### config.mk
export PLATFORM = sky130hd
export DESIGN_NAME = header_frame_receiver_flat
export DESIGN_NICKNAME = d
export VERILOG_FILES = /design/src/rtl/header_frame_receiver_if.sv /design/src/rtl/header_frame_receiver.sv /design/src/flat_wrapper.sv
export SDC_FILE = /design/constraint.sdc
export NUM_CORES = 1
export LEC_CHECK = 0
export CELL_PAD_IN_SITES_DETAIL_PLACEMENT = 1
export CELL_PAD_IN_SITES_GLOBAL_PLACEMENT = 1
export CORE_AREA = 4 4 259 261
export CTS_CLUSTER_DIAMETER = 40
export DETAILED_ROUTE_END_ITERATION = 8
export DIE_AREA = 0 0 263 265
export DONT_BUFFER_PORTS = 1
export GPL_TIMING_DRIVEN = 0
export PLACE_DENSITY_LB_ADDON = 0.1
export SLEW_MARGIN = 20
export SYNTH_ARGS = -nofsm -noshare
export SYNTH_HDL_FRONTEND = slang
export SYNTH_SLANG_ARGS = --single-unit
### constraint.sdc
create_clock -name clock_i -period 2.2 [get_ports clock_i]
set_clock_uncertainty 0.05 [all_clocks]
set_input_delay 0.11 -clock clock_i [delete_from_list [all_inputs] [get_ports clock_i]]
set_output_delay 0.11 -clock clock_i [all_outputs]
set_load 0.01 [all_outputs]
### src/rtl/header_frame_receiver_if.sv
// rtl/header_frame_receiver_if.sv - UART byte handshake and header hand-off bundle
interface header_frame_receiver_if #(
    parameter int HEADER_BYTES = 80
);
    logic [7:0]                  rx_byte;
    logic                        rx_ready;
    logic                        rdy_clr;
    logic [8*HEADER_BYTES-1:0]   header;
    logic                        header_valid;
    logic                        header_ack;

    modport master (
        output rx_byte, rx_ready, header_ack,
        input  rdy_clr, header, header_valid
    );

    modport slave (
        input  rx_byte, rx_ready, header_ack,
        output rdy_clr, header, header_valid
    );
endinterface

### src/rtl/header_frame_receiver.sv
// rtl/header_frame_receiver.sv - assembles UART bytes into a fixed-size block header frame
module header_frame_receiver #(
    parameter int HEADER_BYTES   = 80,
    parameter int TIMEOUT_CYCLES = 50000
) (
    input  logic                    clock_i,
    input  logic                    reset_ni,
    header_frame_receiver_if.slave  rx_if,
    output logic [6:0]              byte_count_o,
    output logic                    frame_error_o,
    output logic                    overrun_o
);
    localparam int HW = 8 * HEADER_BYTES;
    localparam int TW = (TIMEOUT_CYCLES > 1) ? $clog2(TIMEOUT_CYCLES) : 1;
    localparam logic [6:0]    LAST_BYTE = 7'(HEADER_BYTES - 1);
    localparam logic [TW-1:0] TMO_LAST  = TW'(TIMEOUT_CYCLES - 1);

    typedef enum logic [1:0] {
        S_IDLE    = 2'd0,
        S_RECEIVE = 2'd1,
        S_HOLD    = 2'd2
    } state_e;

    state_e          state_q, state_d;
    logic [HW-1:0]   header_q, header_d;
    logic [6:0]      count_q, count_d;
    logic [TW-1:0]   tmo_q, tmo_d;
    logic            rdy_clr_q, rdy_clr_d;
    logic            blank_q, blank_d;
    logic            ferr_q, ferr_d;
    logic            overrun_q, overrun_d;
    logic            accept;

    // The UART may keep rx_ready high for one cycle after the clear pulse,
    // so the cycle following rdy_clr is also blanked.
    assign accept = rx_if.rx_ready && !rdy_clr_q && !blank_q;

    always_ff @(posedge clock_i or negedge reset_ni) begin
        if (!reset_ni) begin
            state_q   <= S_IDLE;
            header_q  <= '0;
            count_q   <= '0;
            tmo_q     <= '0;
            rdy_clr_q <= 1'b0;
            blank_q   <= 1'b0;
            ferr_q    <= 1'b0;
            overrun_q <= 1'b0;
        end else begin
            state_q   <= state_d;
            header_q  <= header_d;
            count_q   <= count_d;
            tmo_q     <= tmo_d;
            rdy_clr_q <= rdy_clr_d;
            blank_q   <= blank_d;
            ferr_q    <= ferr_d;
            overrun_q <= overrun_d;
        end
    end

    always_comb begin
        state_d   = state_q;
        header_d  = header_q;
        count_d   = count_q;
        tmo_d     = '0;
        rdy_clr_d = accept;
        blank_d   = rdy_clr_q;
        ferr_d    = 1'b0;
        overrun_d = overrun_q;
        case (state_q)
            S_IDLE, S_RECEIVE: begin
                if (accept) begin
                    header_d = {header_q[HW-9:0], rx_if.rx_byte};
                    if (count_q == LAST_BYTE) begin
                        count_d = '0;
                        state_d = S_HOLD;
                    end else begin
                        count_d = count_q + 7'd1;
                        state_d = S_RECEIVE;
                    end
                end else if (state_q == S_RECEIVE) begin
                    if (tmo_q == TMO_LAST) begin
                        state_d = S_IDLE;
                        count_d = '0;
                        ferr_d  = 1'b1;
                    end else begin
                        tmo_d = tmo_q + 1'b1;
                    end
                end
            end
            S_HOLD: begin
                // A drained byte in the ack cycle keeps overrun set.
                if (rx_if.header_ack) begin
                    state_d   = S_IDLE;
                    overrun_d = 1'b0;
                end
                if (accept) begin
                    overrun_d = 1'b1;
                end
            end
            default: state_d = S_IDLE;
        endcase
    end

    always_comb begin
        rx_if.rdy_clr      = rdy_clr_q;
        rx_if.header       = header_q;
        rx_if.header_valid = (state_q == S_HOLD);
        byte_count_o       = count_q;
        frame_error_o      = ferr_q;
        overrun_o          = overrun_q;
    end
endmodule

### src/flat_wrapper.sv
// flat-port wrapper written by rule: the top's interface ports become plain ports
module header_frame_receiver_flat 
#(
    parameter int HEADER_BYTES   = 80,
    parameter int TIMEOUT_CYCLES = 50000
)
  (clock_i, reset_ni, byte_count_o, frame_error_o, overrun_o, rx_if_rx_byte, rx_if_rx_ready, rx_if_header_ack, rx_if_rdy_clr, rx_if_header, rx_if_header_valid);
  header_frame_receiver_if #(.HEADER_BYTES(HEADER_BYTES)) rx_if_i ();
  input  logic clock_i;
  input  logic reset_ni;
  output logic [6:0] byte_count_o;
  output logic frame_error_o;
  output logic overrun_o;
  input wire logic [$bits(rx_if_i.rx_byte)-1:0] rx_if_rx_byte;
  input wire logic [$bits(rx_if_i.rx_ready)-1:0] rx_if_rx_ready;
  input wire logic [$bits(rx_if_i.header_ack)-1:0] rx_if_header_ack;
  output wire logic [$bits(rx_if_i.rdy_clr)-1:0] rx_if_rdy_clr;
  output wire logic [$bits(rx_if_i.header)-1:0] rx_if_header;
  output wire logic [$bits(rx_if_i.header_valid)-1:0] rx_if_header_valid;
  assign rx_if_i.rx_byte = rx_if_rx_byte;
  assign rx_if_i.rx_ready = rx_if_rx_ready;
  assign rx_if_i.header_ack = rx_if_header_ack;
  assign rx_if_rdy_clr = rx_if_i.rdy_clr;
  assign rx_if_header = rx_if_i.header;
  assign rx_if_header_valid = rx_if_i.header_valid;
  header_frame_receiver #(.HEADER_BYTES(HEADER_BYTES), .TIMEOUT_CYCLES(TIMEOUT_CYCLES)) u_core (.clock_i(clock_i), .reset_ni(reset_ni), .rx_if(rx_if_i), .byte_count_o(byte_count_o), .frame_error_o(frame_error_o), .overrun_o(overrun_o));
endmodule
[Word-level counts from Yosys, hierarchy flattened]
Index checks and enable logic that the tools add are counted.
Widths: inputs -> output; s select.
Storage, ports and cells
  register bits: 669
  logic and storage cells: 50
  output and inout bits: 651
  input bits: 12
Cells by class
  $add $sub $neg: 2
  equality and inequality tests: 7
  muxes and demuxes: 20
  reductions and logical operators: 13
Operators by type and width (number)
  $mux 16: 4
  $mux 7: 4
  $add 16x1->16 const B: 1
  $eq 16x16->1 const B: 1
  $mux 2: 5
  $add 7x1->7 const B: 1
  $eq 7x7->1 const B: 1
  $mux 1: 6
  $ne 3x1->1 const B: 2
  $reduce_and 3->1: 2
  $reduce_bool 2->1: 3
  $pmux 2 s2: 1
  $reduce_and 2->1: 2
  $eq 2x1->1 const B: 1
  $eq 2x2->1 const B: 1
  $logic_and 1x1->1: 2
  $logic_not 1->1: 2
  $logic_not 2->1: 1
  $ne 2x2->1 const B: 1
  $reduce_or 2->1: 1

[Depth between registers and ports, before layout]
Gate-level depths: netlist of the first run.
  depth after elaboration: 5
  depth in mapped cells: 9
  mapped depth without buffers: 6

[Worst setup path after synthesis of the first run]
Ideal clock, no wire load.
  path kind: register to register
  start: reg u_core.tmo_q[0]
  end: reg u_core.count_q[0], in the netlist u_core.byte_count_o[0]
  setup slack: 0.520 ns
  library setup time: 0.125 ns
  clock period less this slack: 1.680 ns
  cell stages (with the launch flop): 6
  data arrival time: 1.505 ns
  buffers on the path: 0
  required time: 2.025 ns
  cells stage by stage: dfrtp_1 ha_1 and3_1 nand4_1 o31a_1 mux2_2
Between the ends
  cells in the longest elaborated chain, start to end: 3
Ends and longest elaborated chain
  start, declared: line header_frame_receiver.sv:27  | logic [TW-1:0] tmo_q, tmo_d;
  start signal, assigned: line header_frame_receiver.sv:52  | tmo_q <= tmo_d;
  $eq 16x16->1: line header_frame_receiver.sv:81  | if (tmo_q == TMO_LAST) begin
  $reduce_bool 2->1 (no source line)
  $reduce_and 3->1 (no source line)
  end signal, assigned: line header_frame_receiver.sv:51  | count_q <= count_d;
  end, declared: line header_frame_receiver.sv:26  | logic [6:0] count_q, count_d;
Every way passes these cells.
A chain may end at the register's enable or synchronous reset.

[Worst setup path in the final report of the first run]
  start: reg u_core.rdy_clr_q, in the netlist u_core.rx_if.rdy_clr
  end: reg u_core.header_q[42], in the netlist u_core.rx_if.header[42]
Between the ends
  cells in the longest elaborated chain, start to end: 4
Ends and longest elaborated chain
  start, declared: line header_frame_receiver.sv:28  | logic rdy_clr_q, rdy_clr_d;
  start signal, assigned: line header_frame_receiver.sv:53  | rdy_clr_q <= rdy_clr_d;
  $logic_not 1->1: line header_frame_receiver.sv:36  | assign accept = rx_if.rx_ready && !rdy_clr_q && !blank_q;
  $logic_and 1x1->1 (2 in series): line header_frame_receiver.sv:36
  $reduce_and 2->1 (no source line)
  end signal, assigned: line header_frame_receiver.sv:50  | header_q <= header_d;
  end, declared: line header_frame_receiver.sv:25  | logic [HW-1:0] header_q, header_d;
Every way passes these cells.

==> results of run 1 <==
[cell usage after synthesis (all sizes together) (2+ instances only)]
master,number
nand2,1929
dfrtp,669
buf,133
nor2,23
clkbuf,11
xnor2,10
nand3,8
inv,7
nand4,7
a21oi,4
nor3,4
and3,3
o21ai,3
xor2,3
and4bb,2
ha,2
nor4,2
nor4b,2
o2bb2ai,2
or3,2
or4,2
[what timing repair did]
action                     in CTS  in global routing
hold endpoints to repair      694                669
setup endpoints to repair     645                241
setup buffers                   1                  0
resized for setup              11                 12
[stage by stage]
step | setup TNS (ns) | std cells | instance area, um^2
after floorplan | 0 | 2842 | 25400
after global routing | 0 | 3921 | 30600
final | 0 | 3921 | 30600
after detailed placement | -146.74 | 3697 | 26400
after global placement | -116.95 | 3697 | 26400
after CTS | 0 | 3920 | 30600
[where the power goes]
part / internal [W] / switching (W)
Sequential: 0.0133 / 0.00175
Combinational: 0.000619 / 0.00136
Clock: 0.0119 / 0.00656
[logic make-up after synthesis]
kind of cell	count (synthesis)
simple gates	1987
flops	669
buf+inv	151
compound gates	18
xor+xnor	13
mux	2
fa+ha+maj	2
[flip-flops by register name (all words and copies together) (netlist names)]
signal	cells
u_core.byte_count_o	7
u_core.tmo_q	16
u_core.blank_q	1
u_core.frame_error_o	1
u_core.state_q	2
u_core.overrun_o	1
u_core.rx_if.rdy_clr	1
u_core.rx_if.header	640
[per-layer routing]
metal / routed length, um / vias to the layer above
li1: - / 8923
met1: 31500 / 9777
met2: 43700 / 597
met3: 10300 / 144
met4: 2970 / 0
met5: 0 / -
[final timing paths]
path | from | end | slack, ns | cells after the start
max in group asynchronous | reset_ni | u_core.rx_if.rdy_clr | 0.92 | 0
min in group clock_i | rx_if_rx_byte[3] | u_core.rx_if.header[3] | 0.09 | 3
setup reg to reg | u_core.rx_if.rdy_clr | u_core.rx_if.header[42] | 0.19 | 6
hold reg to reg | u_core.tmo_q[0] | u_core.tmo_q[0] | 0.45 | 1
hold / removal | reset_ni | u_core.rx_if.header[572] | -0.90 | 0
setup / recovery | u_core.rx_if.rdy_clr | u_core.rx_if.header[42] | 0.19 | 6
[layout make-up]
type | count | area, um^2
tap | 855 | 1070
multi-input combinational | 2022 | 7890
clock inverter | 82 | 1020
sequential | 669 | 16700
fill | 7399 | 33900
antenna | 2 | 5.00
buffer | 143 | 746
clock buffer | 130 | 3000
timing repair buffer | 11 | 108
inverter | 7 | 26.3
==> qor.txt, run 1 <==
crit path max-delay cell type = dfrtp_2
leakage power = 17.3 nW
status = finished, violations left
Yosys reg bits = 669
pwr dens = 1160 nW/um^2
sequential-to-total area share from yosys stat = 66.0%
initial antenna violation count = 2
Max Freq = 498 MHz
via count = 19400
top post-synthesis cells by area = dfrtp_1, nand2_1, buf_2, xnor2_1, nor2_1
Buf/Inv on CP = 3
number of max-cap violations = 0
die height = 265 um
CTS clk-pin slew, worst paths = 0.06 ns
Final setup viols = 0
Routed Wire Length = 88.5 mm
largest family of logic cells by synthesized area = simple AND/OR/NAND/NOR gates
total CTS buffers = 113
grt total ovfl = 0
DRC = 0
fin util = 47.5%
CP required = 2.74 ns
Adder-Cell Fraction of Synth Area = 0.0987%
Post-Synth XOR/XNOR Area = 0.449%
Post-DRT Antenna Nets = 0
Slew @ Worst Pin = 2.39 ns
Top Ports = 663
vias in the first global route = 21200
clock tree buffer depth = 3
Fin Hold WS = -0.896 ns
failing checks = hold timing, slew limit
Post-DP HPWL = 64.0 mm
fin worst setup slack = 0.193 ns
most common flop cell mapped by yosys = dfrtp_1
Tcrit/Tclk final = 91.2%
Die Width = 263 um
fraction of layout cells with a size suffix above 1 = 11.6%
detailed router's first-iteration violation count = 1232
commonest non-fill, non-tap cell in the layout = nand2_1
grt peak-use layer = met2
Initial Util = 39.3%
compound-cell area share of the yosys netlist = 0.503%
min-delay worst type = in -> async
cell mode on critical path = nand2_1
largest net degree at the start of global routing = 670
cell row count = 93
CTS sink count = 669
CTS tree = done
Crit path max-delay family = buffers and inverters
Root Driver = clkbuf_16
CP Max Fanout = 11
Avg Inst Size Synth = 8.92 um^2
DR vias/cell = 4.96
# port buffers = 0
capturing element type of the critical path = flip-flop
All-Layer GR Usage = 24.9%
routability-driven placement congestion ratio = 0.854
Setup WS pre-CTS = -0.383 ns
die area = 69700 um^2
share of the synthesized area in the top cell type = 66.0%
max incr delay on CP = 0.47 ns
CP cell instances = nor4b_4 > buf_4 > clkbuf_1 > buf_2 > nand2_1 > nand2_1
Pre-antenna DRT Iters = 5
crit path DAT = 2.55 ns
fin crit period = 2.01 ns
Mapped Cells = 2842
post-DR wirelength/cell = 22.6 um
Peak VDD IR = 0.711 mV
unrepaired setup endpoints after global routing = no
Final Hold Fails = 669
area delta synth->final = 20.7%
depth of the CTS H-tree = 3
final net count = 2981
grt met3 use = 13.1%
Syn Std Cell Area = 25400 um^2
post-synth net total = 2856
M1 GR Usage = 26.6%
kind of critical path = reg -> reg
CTS Hold Buffers Added = 10
Global Route met2 Usage = 42.2%
max_slew headroom = -59.5%
post-synth cell types = 41
most frequent cells in the layout = nand2_1, dfrtp_1, buf_2
cell taking the most area after synthesis = dfrtp_1
Skew-Pair Late Insertion Delay = 0.66 ns
EDFF count, synth = 0
core box area = 64500 um^2
FFs w/ async S/R, synth = 100%
CP startpoint kind = flip-flop
Simple-Gate Fraction of Synth Area = 29.9%
power consumption = 0.0355 W
first-pass GRT wire length = 135 mm
synth warn = 0
Slew Viols, Final = 362
mux contribution to synthesized area = 0.0839%
Power figures use the tool's default switching activity.
==> run 2: changes to the inputs <==
--- a/config.mk
+++ b/config.mk
@@ -9,11 +9,13 @@
 export CELL_PAD_IN_SITES_GLOBAL_PLACEMENT = 1
 export CORE_AREA = 4 4 259 261
 export CTS_CLUSTER_DIAMETER = 40
+export CTS_CLUSTER_SIZE = 16
 export DETAILED_ROUTE_END_ITERATION = 8
 export DIE_AREA = 0 0 263 265
 export DONT_BUFFER_PORTS = 1
 export GPL_TIMING_DRIVEN = 0
 export PLACE_DENSITY_LB_ADDON = 0.1
+export RECOVER_POWER = 100
 export SLEW_MARGIN = 20
 export SYNTH_ARGS = -nofsm -noshare
 export SYNTH_HDL_FRONTEND = slang
==> run 2 against run 1 <==
Effect of this change: the flow finishes with violations (hold timing); setup slack worse by 0.042 ns; hold slack worse by 0.0038 ns; clock-buffer cell count up 1; core utilization up 0.17 points; cell count up 0.13%; wire length about the same; maximum frequency down 2.1%; first-iteration DRC count down 5.9%; critical endpoint is now u_core.tmo_q[12]; largest power group unchanged; highest routed layer unchanged.
==> qor.txt, run 2 (same netlist as run 1, synthesis figures left out) <==
failing checks = hold timing
final net count = 2985
Slew @ Worst Pin = 0.934 ns
pwr dens = 1170 nW/um^2
vias in the first global route = 21300
fin util = 47.7%
Reg-to-Reg End = u_core.tmo_q[12]
total CTS buffers = 113
status = finished, violations left
DR vias/cell = 4.97
max reg flops = 640
Routed Wire Length = 88.6 mm
min-delay worst type = in -> async
kind of critical path = reg -> reg
multi-input logic area = 7880 um^2
# port buffers = 0
fillcell total = 7380
fin crit period = 2.05 ns
critical path endpoint = u_core.tmo_q[12]
CTS clk-pin slew, worst paths = 0.06 ns
Final setup viols = 0
final instance area = 30700 um^2
initial antenna violation count = 2
clock tree buffer depth = 3
capturing element type of the critical path = flip-flop
DRC = 0
Worst R2R Start = u_core.tmo_q[0]
CP required = 2.70 ns
Final Hold Fails = 156
first-pass GRT wire length = 135 mm
Tcrit/Tclk final = 93.2%
grt total ovfl = 0
max_slew headroom = 37.7%
Peak VDD IR = 0.715 mV
Post-DP HPWL = 64.0 mm
most frequent cells in the layout = nand2_1, dfrtp_1, clkbuf_16
dpl cells = 3697
leakage power = 17.4 nW
CTS tree = done
Die Width = 263 um
post-DR wirelength/cell = 22.6 um
die area = 69700 um^2
Int Power = 0.0260 W
total negative slack = 0 ns
r2r worst-path depth = 6
Combinational Power Share = 6.2%
fin worst setup slack = 0.151 ns
number of max-cap violations = 0
fraction of layout cells with a size suffix above 1 = 11.4%
Skew-Pair Late Insertion Delay = 0.66 ns
Initial Util = 39.3%
die height = 265 um
routability-driven placement congestion ratio = 0.854
cell row count = 93
Switch Pwr = 0.00998 W
Post-DRT Antenna Nets = 0
Clk pwr share = 52.0%
CP startpoint kind = flip-flop
Setup WS pre-CTS = -0.383 ns
Net Sw Frac = 27.8%
Flop pwr share = 41.8%
Slew Viols, Final = 0
All-Layer GR Usage = 24.9%
CP Max Fanout = 10
crit path DAT = 2.55 ns
area delta synth->final = 21.1%
Pre-antenna DRT Iters = 5
Fin Hold WS = -0.900 ns
unrepaired setup endpoints after global routing = no
via count = 19500
final non-filler cell total = 3926
CTS sink count = 669
detailed router's first-iteration violation count = 1159
Root Driver = clkbuf_16
Post-DP Area = 26400 um^2
depth of the CTS H-tree = 3
largest net degree at the start of global routing = 670
flop2flop setup slack = 0.15 ns
CTS Hold Buffers Added = 10
Sequential cell area = 16700 um^2
crit path from = u_core.tmo_q[0]
commonest non-fill, non-tap cell in the layout = nand2_1
core box area = 64500 um^2
Max Freq = 488 MHz
Top Ports = 663
run 2: worst min-delay path by stage:
| stage | start | to | slack, ns | depth (start not counted) |
|---|---|---|---|---|
| final | reset_ni | u_core.rx_if.header[572] | -0.90 | 0 |
| after global routing | reset_ni | u_core.rx_if.header[561] | -0.94 | 0 |
| after CTS | reset_ni | u_core.rx_if.header[572] | -0.93 | 0 |
| after detailed placement | reset_ni | u_core.rx_if.header[572] | -0.22 | 0 |
| after global placement | reset_ni | u_core.rx_if.header[571] | -0.22 | 0 |
| after floorplan | reset_ni | u_core.blank_q | -0.24 | 0 |
run 2: worst max-delay path, stage by stage, from the launching register on:
cell     delay, ns
dfrtp_1       0.40
ha_1          0.25
and3_1        0.24
nand4_1       0.20
nand4_1       0.34
buf_2         0.31
nor2_1        0.15
run 2: power by group through the flow:
stage | Clock [W] | Sequential, W | Combinational (W)
final | 0.0187 | 0.0150 | 0.00222
after detailed placement | 0 | 0.0152 | 0.00196
after floorplan | 0 | 0.0146 | 0.00146
after CTS | 0.0190 | 0.0151 | 0.00202
after global placement | 0 | 0.0152 | 0.00185
after global routing | 0.0197 | 0.0152 | 0.00260
run 2: repair_timing:
action,CTS,global route
hold endpoints to repair,694,156
setup buffers,1,0
endpoints found under the setup margin,645,277
gates resized for setup,11,4
pin swaps,0,0
run 2: per-layer routing:
metal  global-route usage (%)  up-vias  wire, um
met5                        0        -         0
met4                     9.00        0      2980
met3                     13.1      144     10400
met2                     42.3      615     43700
met1                     26.6     9802     31500
li1                         -     8946         -
run 2: layout make-up:
type	instances	area share, %
antenna	3	0.0244
buffer	143	2.36
clock buffer	131	9.79
clock inverter	81	3.46
inverter	7	0.0855
multi-input combinational	2022	25.7
sequential	669	54.5
tap	855	3.48
timing repair buffer	15	0.660
run 2: per-stage QoR:
stage               hold WS (ns)  total power (W)
finish                    -0.900           0.0359
global route              -0.937           0.0374
CTS                       -0.934           0.0361
detailed placement        -0.215           0.0172
global placement          -0.219           0.0171
floorplan                 -0.236           0.0161
==> run 3: changes to the inputs <==
--- a/config.mk
+++ b/config.mk
@@ -5,16 +5,13 @@
 export SDC_FILE = /design/constraint.sdc
 export NUM_CORES = 1
 export LEC_CHECK = 0
-export CELL_PAD_IN_SITES_DETAIL_PLACEMENT = 1
-export CELL_PAD_IN_SITES_GLOBAL_PLACEMENT = 1
-export CORE_AREA = 4 4 259 261
+export CORE_AREA = 4 4 252 254
 export CTS_CLUSTER_DIAMETER = 40
 export CTS_CLUSTER_SIZE = 16
 export DETAILED_ROUTE_END_ITERATION = 8
-export DIE_AREA = 0 0 263 265
+export DIE_AREA = 0 0 256 258
 export DONT_BUFFER_PORTS = 1
 export GPL_TIMING_DRIVEN = 0
-export PLACE_DENSITY_LB_ADDON = 0.1
 export RECOVER_POWER = 100
 export SLEW_MARGIN = 20
 export SYNTH_ARGS = -nofsm -noshare
==> run 3 against run 2 <==
Effect of this change: the run ends with hold timing, slew limit left; wire length down 10%; design area fell by 2.2%; clock power shrank 12%; critical path depth unchanged; maximum frequency decreased by 1.4%; via count decreased by 1.8%; register-to-register slack lost 0.03 ns; core utilization is 1.4 points higher; non-clock buffer count fell by 4; combinational power down 13%; cell count decreased by 2.3%; highest routed layer unchanged.
==> qor.txt, run 3 (same netlist as run 1, synthesis figures left out) <==
status = finished, violations left
failing checks = hold timing, slew limit
fraction of layout cells with a size suffix above 1 = 10.6%
via count = 19200
largest net degree at the start of global routing = 670
leakage power = 17.1 nW
# port buffers = 0
Final Hold Fails = 669
CP startpoint kind = flip-flop
CTS Hold Buffers Added = 10
Max Used Layer = met4
grt total ovfl = 0
All-Layer GR Usage = 23.4%
most frequent cells in the layout = nand2_1, dfrtp_1, clkbuf_16
CTS sink count = 669
unrepaired setup endpoints after global routing = no
Slew Viols, Final = 229
max incr delay on CP = 0.47 ns
capturing element type of the critical path = flip-flop
routability-driven placement congestion ratio = 0.961
metal3 WL = 9.08 mm
fillcell total = 5734
Root Driver = clkbuf_16
Worst R2R Start = u_core.rx_if.rdy_clr
Reg-to-Reg End = u_core.rx_if.header[308]
max reg flops = 640
Clk pwr share = 49.4%
area delta synth->final = 18.5%
kind of critical path = reg -> reg
dpl cells = 3632
Antenna Cells = 0
CTS tree = done
Peak VDD IR = 0.698 mV
Initial Util = 41.4%
post-DR wirelength/cell = 20.7 um
initial antenna violation count = 0
M1 WL = 29.5 mm
Net Sw Frac = 28.2%
Slew @ Worst Pin = 2.02 ns
Post-DRT Antenna Nets = 0
DRC = 0
Flop pwr share = 44.9%
Pre-antenna DRT Iters = 8
Switch Pwr = 0.00944 W
min-delay worst type = in -> async
power consumption = 0.0335 W
CP Max Fanout = 10
DR vias/cell = 5.00
crit path max-delay cell type = dfrtp_2
Die Width = 256 um
max_slew headroom = -34.7%
clock tree buffer depth = 3
final non-filler cell total = 3835
Top Ports = 663
metal2 WL = 38.3 mm
Skew-Pair Late Insertion Delay = 0.65 ns
Final setup viols = 0
Int Power = 0.0240 W
Buf/Inv on CP = 3
r2r worst-path depth = 6
Tcrit/Tclk final = 94.5%
Crit path max-delay family = buffers and inverters
Combinational Power Share = 5.8%
fin crit period = 2.08 ns
total CTS buffers = 103
die area = 66000 um^2
CTS clk-pin slew, worst paths = 0.06 ns
commonest non-fill, non-tap cell in the layout = nand2_1
pwr dens = 1110 nW/um^2
fin util = 49.0%
flop2flop setup slack = 0.12 ns
die height = 258 um
core box area = 61300 um^2
Post-DP HPWL = 58.0 mm
first-pass GRT wire length = 121 mm
Fin Hold WS = -0.895 ns
detailed router's first-iteration violation count = 1534
setup bufs post-CTS = 0
Max Freq = 481 MHz
CP required = 2.73 ns
final net count = 2971
number of max-cap violations = 0
CP cell instances = nor4b_4 > buf_4 > clkbuf_2 > clkbuf_2 > nand2_1 > nand2_1
cell row count = 91
Routed Wire Length = 79.4 mm
vias in the first global route = 19000
crit path DAT = 2.61 ns
depth of the CTS H-tree = 3
run 3: worst max-delay path by stage:
| stage | start | endpoint | slack (ns) | depth (start not counted) |
|---|---|---|---|---|
| global placement | u_core.rx_if.rdy_clr | u_core.rx_if.header[400] | -0.49 | 9 |
| floorplan | u_core.tmo_q[0] | u_core.byte_count_o[0] | 0.52 | 5 |
| finish | u_core.rx_if.rdy_clr | u_core.rx_if.header[308] | 0.12 | 6 |
| CTS | u_core.rx_if.rdy_clr | u_core.rx_if.header[533] | 0.00001 | 9 |
| global route | u_core.state_q[1] | u_core.rx_if.header[518] | 0.002 | 7 |
| detailed placement | u_core.rx_if.rdy_clr | u_core.rx_if.header[396] | -0.46 | 9 |
run 3: area by class of cell:
class / count / area (um^2) / area share [%]
plain buffers: 144 / 726 / 2.42
clock buffers: 119 / 2720 / 9.05
clock inverters: 74 / 865 / 2.88
inverters: 7 / 26.3 / 0.0875
multi-input cells: 2022 / 7880 / 26.2
flip-flops and latches: 669 / 16700 / 55.7
well taps: 790 / 988 / 3.29
repair buffers: 10 / 100 / 0.333
run 3: power groups by stage:
stage | Combinational [W] | Clock (W) | Sequential, W
2_1_floorplan | 0.00146 | 0 | 0.0146
3_3_place_gp | 0.00185 | 0 | 0.0152
3_5_place_dp | 0.00194 | 0 | 0.0152
4_1_cts | 0.00196 | 0.0168 | 0.0150
5_1_grt | 0.00224 | 0.0174 | 0.0151
6_report | 0.00193 | 0.0165 | 0.0150
run 3: repair_timing:
| action | in CTS | in global routing |
|---|---|---|
| endpoints found under the setup margin | 645 | 296 |
| endpoints found under the hold margin | 694 | 669 |
| gates resized for setup | 10 | 2 |
run 3: metrics by stage:
step	worst slack, ns	setup TNS (ns)	cell area, um^2	hold slack, ns
finish	0.122	0	30000	-0.895
global route	0.00184	0	30000	-0.928
CTS	0.0000131	0	30100	-0.924
detailed placement	-0.462	-122.61	26400	-0.217
global placement	-0.490	-128.72	26400	-0.216
floorplan	0.520	0	25400	-0.236
run 3: routing by layer:
layer	track usage [%]	up-vias
met3	10.9	153
met1	26.7	9371
li1	-	8885
met5	0	-
met2	39.1	750
met4	8.05	0
